**src/rtl/vram_write_scheduler.sv**
```systemverilog
// Buffers CPU-side VRAM writes and replays them into the GPU VRAM port,
// strictly in order, only while the video timing reports the vblank window.
module vram_write_scheduler #(
  parameter int ADDR_WIDTH = 12,
  parameter int DEPTH      = 16
) (
  input  logic                    gpu_clk,
  input  logic                    rst,
  input  logic                    i_writable,
  input  logic                    i_req_valid,
  output logic                    o_req_ready,
  input  logic [ADDR_WIDTH-1:0]   i_req_addr,
  input  logic [7:0]              i_req_data,
  input  logic [4:0]              i_req_sel,
  output logic [ADDR_WIDTH-1:0]   o_vram_address,
  output logic [7:0]              o_vram_data,
  output logic                    o_vram_we,
  output logic [4:0]              o_vram_sel,
  output logic [$clog2(DEPTH):0]  o_pending,
  output logic                    o_overflow,
  input  logic                    i_clr_overflow,
  output logic                    o_drained
);

  localparam int AW = $clog2(DEPTH);
  localparam int PW = AW + 1;
  localparam int EW = ADDR_WIDTH + 13;

  typedef enum logic {S_IDLE, S_DRAIN} state_t;

  state_t                r_state;
  logic [PW-1:0]         r_wr_ptr;
  logic [PW-1:0]         r_rd_ptr;
  logic [EW-1:0]         r_mem [DEPTH];
  logic [ADDR_WIDTH-1:0] r_vram_address;
  logic [7:0]            r_vram_data;
  logic                  r_vram_we;
  logic [4:0]            r_vram_sel;
  logic                  r_overflow;
  logic                  r_drained;

  logic [PW-1:0]         w_pending;
  logic                  w_full;
  logic                  w_empty;
  logic                  w_push;
  logic                  w_pop;
  logic                  w_last;

  // Pointers carry one extra wrap bit so full and empty are distinguishable.
  assign w_pending = r_wr_ptr - r_rd_ptr;
  assign w_full    = (r_wr_ptr[PW-1] != r_rd_ptr[PW-1]) &&
                     (r_wr_ptr[AW-1:0] == r_rd_ptr[AW-1:0]);
  assign w_empty   = (r_wr_ptr == r_rd_ptr);
  assign w_push    = i_req_valid && !w_full;
  assign w_pop     = (r_state == S_DRAIN) && i_writable && !w_empty;
  assign w_last    = (w_pending == PW'(1)) && !w_push;

  assign o_req_ready    = !w_full;
  assign o_pending      = w_pending;
  assign o_overflow     = r_overflow;
  assign o_drained      = r_drained;
  assign o_vram_address = r_vram_address;
  assign o_vram_data    = r_vram_data;
  assign o_vram_we      = r_vram_we;
  assign o_vram_sel     = r_vram_sel;

  always_ff @(posedge gpu_clk) begin
    if (w_push) begin
      r_mem[r_wr_ptr[AW-1:0]] <= {i_req_addr, i_req_data, i_req_sel};
    end
  end

  always_ff @(posedge gpu_clk) begin
    if (rst) begin
      r_wr_ptr   <= '0;
      r_rd_ptr   <= '0;
      r_overflow <= 1'b0;
    end else begin
      if (w_push) r_wr_ptr <= r_wr_ptr + PW'(1);
      if (w_pop)  r_rd_ptr <= r_rd_ptr + PW'(1);
      // Clearing wins over a simultaneous drop so software never misses the clear.
      if (i_clr_overflow)
        r_overflow <= 1'b0;
      else if (i_req_valid && w_full)
        r_overflow <= 1'b1;
    end
  end

  always_ff @(posedge gpu_clk) begin
    if (rst) begin
      r_state        <= S_IDLE;
      r_vram_address <= '0;
      r_vram_data    <= '0;
      r_vram_we      <= 1'b0;
      r_vram_sel     <= '0;
      r_drained      <= 1'b0;
    end else begin
      r_vram_we  <= 1'b0;
      r_vram_sel <= '0;
      r_drained  <= 1'b0;
      if (w_pop) begin
        {r_vram_address, r_vram_data, r_vram_sel} <= r_mem[r_rd_ptr[AW-1:0]];
        r_vram_we <= 1'b1;
      end
      case (r_state)
        S_IDLE: begin
          if (i_writable && !w_empty) r_state <= S_DRAIN;
        end
        S_DRAIN: begin
          if (!i_writable) begin
            r_state <= S_IDLE;
          end else if (w_empty || (w_pop && w_last)) begin
            r_state   <= S_IDLE;
            r_drained <= 1'b1;
          end
        end
        default: r_state <= S_IDLE;
      endcase
    end
  end

endmodule

```
**config.mk**
```make
export PLATFORM = sky130hd
export DESIGN_NAME = vram_write_scheduler
export DESIGN_NICKNAME = d
export VERILOG_FILES = /design/src/rtl/vram_write_scheduler.sv
export SDC_FILE = /design/constraint.sdc
export NUM_CORES = 1
export LEC_CHECK = 0
export CORE_MARGIN = 8
export CORE_UTILIZATION = 41
export DETAILED_ROUTE_END_ITERATION = 6
export PLACE_DENSITY_LB_ADDON = 0.2
export SETUP_SLACK_MARGIN = 0.1
export SYNTH_ARGS = -nofsm -noshare
export SYNTH_HDL_FRONTEND = slang
export SYNTH_SLANG_ARGS = --single-unit
```
**constraint.sdc**
```tcl
create_clock -name gpu_clk -period 5.33 [get_ports gpu_clk]
set_input_delay 1.066 -clock gpu_clk [delete_from_list [all_inputs] [get_ports gpu_clk]]
set_output_delay 1.066 -clock gpu_clk [all_outputs]
set_load 0.01 [all_outputs]
```
==> results of run 1 <==
==> report_power, final <==
part | switching (mW) | total (mW) | leakage [nW] | internal, mW
Clock | 1.30 | 3.07 | 0.710 | 1.77
Combinational | 0.141 | 0.241 | 1.41 | 0.101
Sequential | 0.0224 | 3.85 | 3.96 | 3.83
==> cell type report <==
cell class / instances / area (um^2) / share of cell area
Sequential cell: 443 / 12900 / 0.652
Multi-Input combinational cell: 298 / 3950 / 0.200
Clock buffer: 58 / 1220 / 0.0617
Timing Repair Buffer: 76 / 761 / 0.0385
Tap cell: 532 / 666 / 0.0337
Clock inverter: 27 / 234 / 0.0118
Inverter: 10 / 37.5 / 0.00190
==> routing by layer <==
metal  global-route usage  routed length, um  vias up
met1                0.212              16200     4130
met4               0.0489                759        0
met5                    0                  0        -
li1                     -                  -     3478
met3               0.0251               1600       53
met2                0.241              17000      155
==> through the flow <==
step / setup WS (ps) / util
after detailed placement: 1510 / 0.448
final: 1480 / 0.484
after global routing: 1340 / 0.484
after CTS: 1430 / 0.484
after floorplan: 1590 / -
after global placement: 1580 / 0.448
==> kinds of logic after synthesis <==
| group | count (synthesis) |
|---|---|
| DFF | 443 |
| muxes | 147 |
| AOI/OAI and AO/OA | 71 |
| and+or+nand+nor | 60 |
| buffers and inverters | 51 |
| xor gates and xnor gates | 10 |
| adders and majority gates | 10 |
==> worst max-delay path by stage <==
stage / start / endpoint / slack, ps / cells past startpoint
floorplan: r_wr_ptr[0] / r_mem[0][0] / 1590 / 7
global placement: i_req_valid / r_mem[0][1] / 1580 / 5
detailed placement: i_req_valid / r_mem[0][1] / 1510 / 5
CTS: r_wr_ptr[0] / o_pending[4] / 1430 / 9
global route: r_wr_ptr[0] / o_pending[4] / 1340 / 9
finish: r_wr_ptr[0] / o_pending[4] / 1480 / 9
==> registers in the layout, summed over array words and instances, names as in the netlist, named ones only <==
name,cells
r_mem,400
o_overflow,1
o_drained,1
r_state,1
r_rd_ptr,5
o_vram_we,1
o_vram_address,12
r_wr_ptr,5
o_vram_sel,5
o_vram_data,8
==> placed cells by master, fill, tap and decap left out, drive strengths merged, types with 2 or more instances in the layout <==
cell type / count
edfxtp: 400
mux4: 99
clkdlybuf4s50: 62
clkbuf: 58
mux2i: 46
dfxtp: 43
nor2: 24
clkinv: 24
o21bai: 19
a221oi: 19
buf: 14
a211oi: 12
inv: 10
nand2: 9
ha: 9
nor3: 6
nor2b: 5
a21oi: 5
xnor2: 5
xor2: 5
o21ai: 3
or3: 3
nand2b: 3
a31oi: 3
bufinv: 3
o211ai: 3
a21o: 2
and2: 2
nand4: 2
mux2: 2
==> summary.md, run 1 <==
| Metric | Value |
|---|---|
| Outcome | complete, no violations |
| Mapped Cells | 792 |
| Pwr dens | 363 nW/um^2 |
| Maximum clock path buffer count | 3 |
| # diodes | 0 |
| Multiplexer area fraction after synthesis | 0.160 |
| Simple-gate share of the synthesized area | 0.0181 |
| Slew HR | 0.209 |
| Post-synth ARST share | 0 |
| Antenna violations before repair | 0 |
| Fin Clk Skew | 19.8 ps |
| Vias | 7816 |
| Synth Net Count | 832 |
| Synth Area in Compound Gates | 0.0333 |
| Drt total wl | 35.5 mm |
| Clock Latency Late Sink | 570 ps |
| Routed WL per cell | 24.6 um |
| Die width | between 200 and 250 um |
| Layout Cells excl Fill | about 1400 |
| Most numerous cell in the Yosys netlist | edfxtp_1 |
| Cell accounting for the most synthesized area | edfxtp_1 |
| Worst-Margin Slew | 1180 ps |
| Slew Viols, Final | 0 |
| DPL Wire Length | 19.9 mm |
| CP max-delay cell | clkdlybuf4s50_1 |
| Yosys top cell area share | 0.708 |
| Placed Area | 18300 um^2 |
| HP Class | reg2reg |
| Register area share after synthesis | 0.759 |
| Number of flops mapped to enable cells by yosys | 400 |
| #FFs+latches synth | 443 |
| Cell variety after synth | 51 |
| Worst path bufs/invs | 4 |
| Crit start category | register |
| Number of global-route vias before repair | 8326 |
| Top delay family on crit path | buffers and inverters |
| RSZ-0062 raised after global routing | false |
| Synth Flop Type | edfxtp_1 |
| Vias per cell | 5.41 |
| Final Instance Area | 19700 um^2 |
| Cells taking the most area after synthesis | edfxtp_1 (71%), mux4_2 (13%), dfxtp_1 (5.1%), mux2i_1 (2.7%), a221oi_1 (0.93%) |
| IO Count | 64 |
| RR Startpoint | r_wr_ptr[3] |
| Die Ht | between 200 and 250 um |
| Hold_sp | r_state |
| Max H-tree Level | 2 |
| CTS Buf Count | 47 |
| Worst R2R Path Depth | 6 |
| Post-synthesis average cell area | 21.4 um^2 |
| Max Freq | 0.260 GHz |
| Share of cells above drive strength 1 | 0.226 |
| Final min period | about 3900 ps |
| R2r endpoint | r_mem[2][6] |
| Placed cells | 1359 |
| Initial DRT Pass Iterations | 4 |
| Total grt overflow | 0 |
| Post-synth top cells | edfxtp_1 (400), mux4_2 (98), mux2i_1 (46) |
| Post-CTS Resized | 0 |
| Static leakage | 6.09 nW |
| DRT antenna net count | 0 |
| Worst Path Max Fanout | 5 |
| Clock Sinks | 443 |
| Worst setup EP type | output port |
| Maxcap violations | 0 |
| Arrival @ worst endpoint | 2790 ps |
| First-pass GRT wire length | 54.1 mm |
| Xor/xnor share of the synthesized area | 0.00605 |
| Max IR drop VDD | 261 uV |
| DRC | 0 |
| CTS tree | yes |
| Num rows | 74 |
| Crit Path Class | reg2out |
| Hold WS | 482 ps |
| Root buf cell | clkbuf_16 |
| Max incr delay on CP | between 400 and 500 ps |
| Initial detailed-routing violation count | 640 |
| R2r setup slk | 1910 ps |
| Hold Path End | r_state |
| Cts hold-fix bufs | 0 |
| Total negative slack | 0 ps |
| Largest net degree at the start of global routing | 55 |
| Largest family of logic cells by synthesized area | multiplexers |
| Yosys warning count | 0 |
| Power, Total | 7.17 mW |
| Area growth syn-to-layout | 16.4% |
| Finish-stage setup viols | 0 |
| Starting Density | 0.415 |
| GP Congestion | 0.756 |
| Global Route Usage Sum | 0.152 |
| Hold Fails Final Rpt | 0 |
| Adder-cell share of the synthesized area | 0.00782 |
| Core ar. | 40800 um^2 |
| Hold path depth | 1 |
| Layout fillers | 3330 |
| CP most frequent cell | inv_1 |
| Post-CTS setup buffers | 0 |
| Buffers added on ports | 63 |
| Crit-path cells | inv_1 > ha_1 > inv_1 > fa_1 > a21o_1 > a21oi_1 > xnor2_1 > inv_1 > clkdlybuf4s50_1 |
| Die Footprint | 48100 um^2 |
| Nets | 916 |
| Clock transition at path regs | 60 ps |
| CP required | 4260 ps |
| Crit share post-route | 0.723 |
| Synthesized area | 17000 um^2 |
No activity file was read; power rests on OpenSTA's default activity.
==> run 2: changes to the inputs <==
clock period = 3.9 ns   (was 5.33 ns; I/O delays follow)
==> run 2 against run 1 <==
Against the previous run:
- via count grew 3.0%
- sequential power grew 37%
- combinational power grew 41%
- wire length increased by 3.6%
- final area rose by 0.84%
==> summary.md, run 2 (synthesis results as in run 1) <==
| Metric | Value |
|---|---|
| Die Footprint | 48100 um^2 (unchanged) |
| Static leakage | 6.18 nW (+1.5%) |
| Clock transition at path regs | 60 ps (about the same) |
| Buffers added on ports | 63 (unchanged) |
| Largest net degree at the start of global routing | 49 (-11%) |
| Max Freq | 0.280 GHz |
| Worst path bufs/invs | 4 (unchanged) |
| Max H-tree Level | 2 (unchanged) |
| Pwr dens | 492 nW/um^2 (+35%) |
| Share of cells above drive strength 1 | 0.242 (+0.0163) |
| Maximum clock path buffer count | 3 (unchanged) |
| Initial DRT Pass Iterations | 5 (+1) |
| IO Count | 64 (unchanged) |
| Area growth syn-to-layout | 17.4% |
| CTS Buf Count | 46 (-2.1%) |
| DRT antenna net count | 0 (unchanged) |
| Crit-path cells | inv_1 > ha_1 > inv_1 > fa_1 > a21o_1 > a21oi_1 > xnor2_1 > inv_1 > clkdlybuf4s50_1 |
| Crit share post-route | 0.914 |
| CTS tree | yes |
| Top delay family on crit path | buffers and inverters |
| # diodes | 0 (unchanged) |
| Global Route Usage Sum | 0.155 (+0.00288) |
| Die Ht | 219 um (unchanged) |
| Die width | 219 um (unchanged) |
| Layout fillers | 3313 (-0.51%) |
| Cts hold-fix bufs | 0 (unchanged) |
| Post-CTS setup buffers | 0 (unchanged) |
| Layout Cells excl Fill | 1461 (+1.2%) |
| Core ar. | 40800 um^2 (unchanged) |
| Outcome | complete, no violations |
| Fin worst setup slack | 334 ps (-1140 ps) |
| Worst-Margin Slew | 977 ps (-207 ps) |
| Worst Path Max Fanout | 5 (unchanged) |
| Starting Density | 0.415 (unchanged) |
| Placement Setup Slack | 684 ps (-828 ps) |
| Vias per cell | 5.51 (+1.8%) |
| Max IR drop VDD | 301 uV (+15%) |
| R2r endpoint | r_mem[4][19] |
| Max incr delay on CP | 480 ps (about the same) |
| Commonest non-fill, non-tap cell in the layout | edfxtp_1 |
| Maxcap violations | 0 (unchanged) |
| Hold Path End | r_state |
| Crit Path Class | reg2out |
| Vias | 8051 (+3.0%) |
| Total grt overflow | 0 (unchanged) |
| Total negative slack | 0 ps (unchanged) |
| Final min period | 3570 ps |
| CP max-delay cell | clkdlybuf4s50_1 |
| Drt total wl | 36.8 mm (+3.6%) |
| Most frequent cells in the layout | edfxtp_1 (400), mux4_2 (98), clkdlybuf4s50_1 (62), clkbuf_16 (47), mux2i_1 (46) |
| Crit start category | register |
| Nets | 932 (+1.7%) |
| Clock Sinks | 443 (unchanged) |
| Routed WL per cell | 25.2 um (+2.4%) |
| DRC | 0 (unchanged) |
| First-pass GRT wire length | 54.9 mm (+1.6%) |
| Fin Clk Skew | 13.6 ps (-6.20 ps) |
| Hold Fails Final Rpt | 0 (unchanged) |
| RR Startpoint | r_wr_ptr[3] |
| CP most frequent cell | inv_1 |
| Num rows | 74 (unchanged) |
| Placed cells | 1376 (+1.3%) |
| Post-CTS Resized | 0 (unchanged) |
| RSZ-0062 raised after global routing | false |
| Finish-stage setup viols | 0 (unchanged) |
| Hold WS | 470 ps (-11.4 ps) |
| Clock Latency Late Sink | 560 ps (about the same) |
| DPL Wire Length | 21.0 mm (+5.7%) |
| Worst setup EP type | output port |
| Number of global-route vias before repair | 8483 (+1.9%) |
| Initial detailed-routing violation count | 655 (+2.3%) |
| GP Congestion | 0.735 (-2.8%) |
| Slew Viols, Final | 0 (unchanged) |
| Hold path depth | 1 (unchanged) |
| Root buf cell | clkbuf_16 |
| CP required | 3120 ps (-1140 ps) |
| Antenna violations before repair | 0 (unchanged) |
| R2r setup slk | 790 ps (-1120 ps) |
| Max reg flops | 400 (unchanged) |
| Arrival @ worst endpoint | 2790 ps (about the same) |
| HP Class | reg2reg |
| Worst R2R Path Depth | 6 (unchanged) |
| Slew HR | 0.349 (+0.140) |
| Hold_sp | r_state |
[run 2: worst max path at each step]
stage                startpoint      endpoint  slack [ps]  depth (start not counted)
finish              r_wr_ptr[0]  o_pending[4]         330                          9
global route        r_wr_ptr[0]  o_pending[4]         190                          9
CTS                 r_wr_ptr[0]  o_pending[4]         300                          9
detailed placement  i_req_valid  r_mem[4][18]         680                          5
global placement    i_req_valid  r_mem[4][17]         750                          5
floorplan           r_wr_ptr[0]   r_mem[0][0]         160                          7
[run 2: worst reg2reg max path, cell delays in order (launching register included)]
cell      delay, ps
dfxtp_1         570
ha_1            350
and4_1          330
a21boi_2        370
nand2_1         310
nor2_4          580
buf_4           310
[run 2: per-layer routing]
| layer | track usage | wire length, um | vias to the layer above |
|---|---|---|---|
| li1 | - | - | 3501 |
| met1 | 0.214 | 16600 | 4306 |
| met2 | 0.246 | 17500 | 185 |
| met3 | 0.0271 | 1720 | 59 |
| met4 | 0.0520 | 946 | 0 |
| met5 | 0 | 0 | - |
[run 2: report_power, final]
| part | internal (mW) | switching [mW] | total, mW | leakage (nW) |
|---|---|---|---|---|
| Sequential | 5.24 | 0.0278 | 5.26 | 3.96 |
| Clock | 2.43 | 1.75 | 4.19 | 0.702 |
| Combinational | 0.137 | 0.203 | 0.341 | 1.51 |
| Total | 7.80 | 1.99 | 9.79 | 6.18 |
[run 2: cell type report]
class / count / area [um^2] / area share
Clock buffer: 67 / 1330 / 0.0669
Clock inverter: 18 / 120 / 0.00603
Inverter: 10 / 37.5 / 0.00189
Multi-Input combinational cell: 298 / 3950 / 0.198
Sequential cell: 443 / 12900 / 0.647
Tap cell: 532 / 666 / 0.0334
Timing Repair Buffer: 93 / 926 / 0.0465
[run 2: stage by stage]
step / area [um^2] / utilization / total power, mW
global placement: 18500 / 0.452 / 5.70
detailed placement: 18500 / 0.452 / 5.71
finish: 19900 / 0.488 / 9.79
CTS: 19900 / 0.488 / 9.89
global route: 19900 / 0.488 / 10.1
floorplan: 17000 / - / 5.52
==> run 3: changes to the inputs <==
SETUP_SLACK_MARGIN = 0.02   (was 0.1)
==> results of run 3 <==
The final DEF is identical to that of run 2; final timing and power are the same.
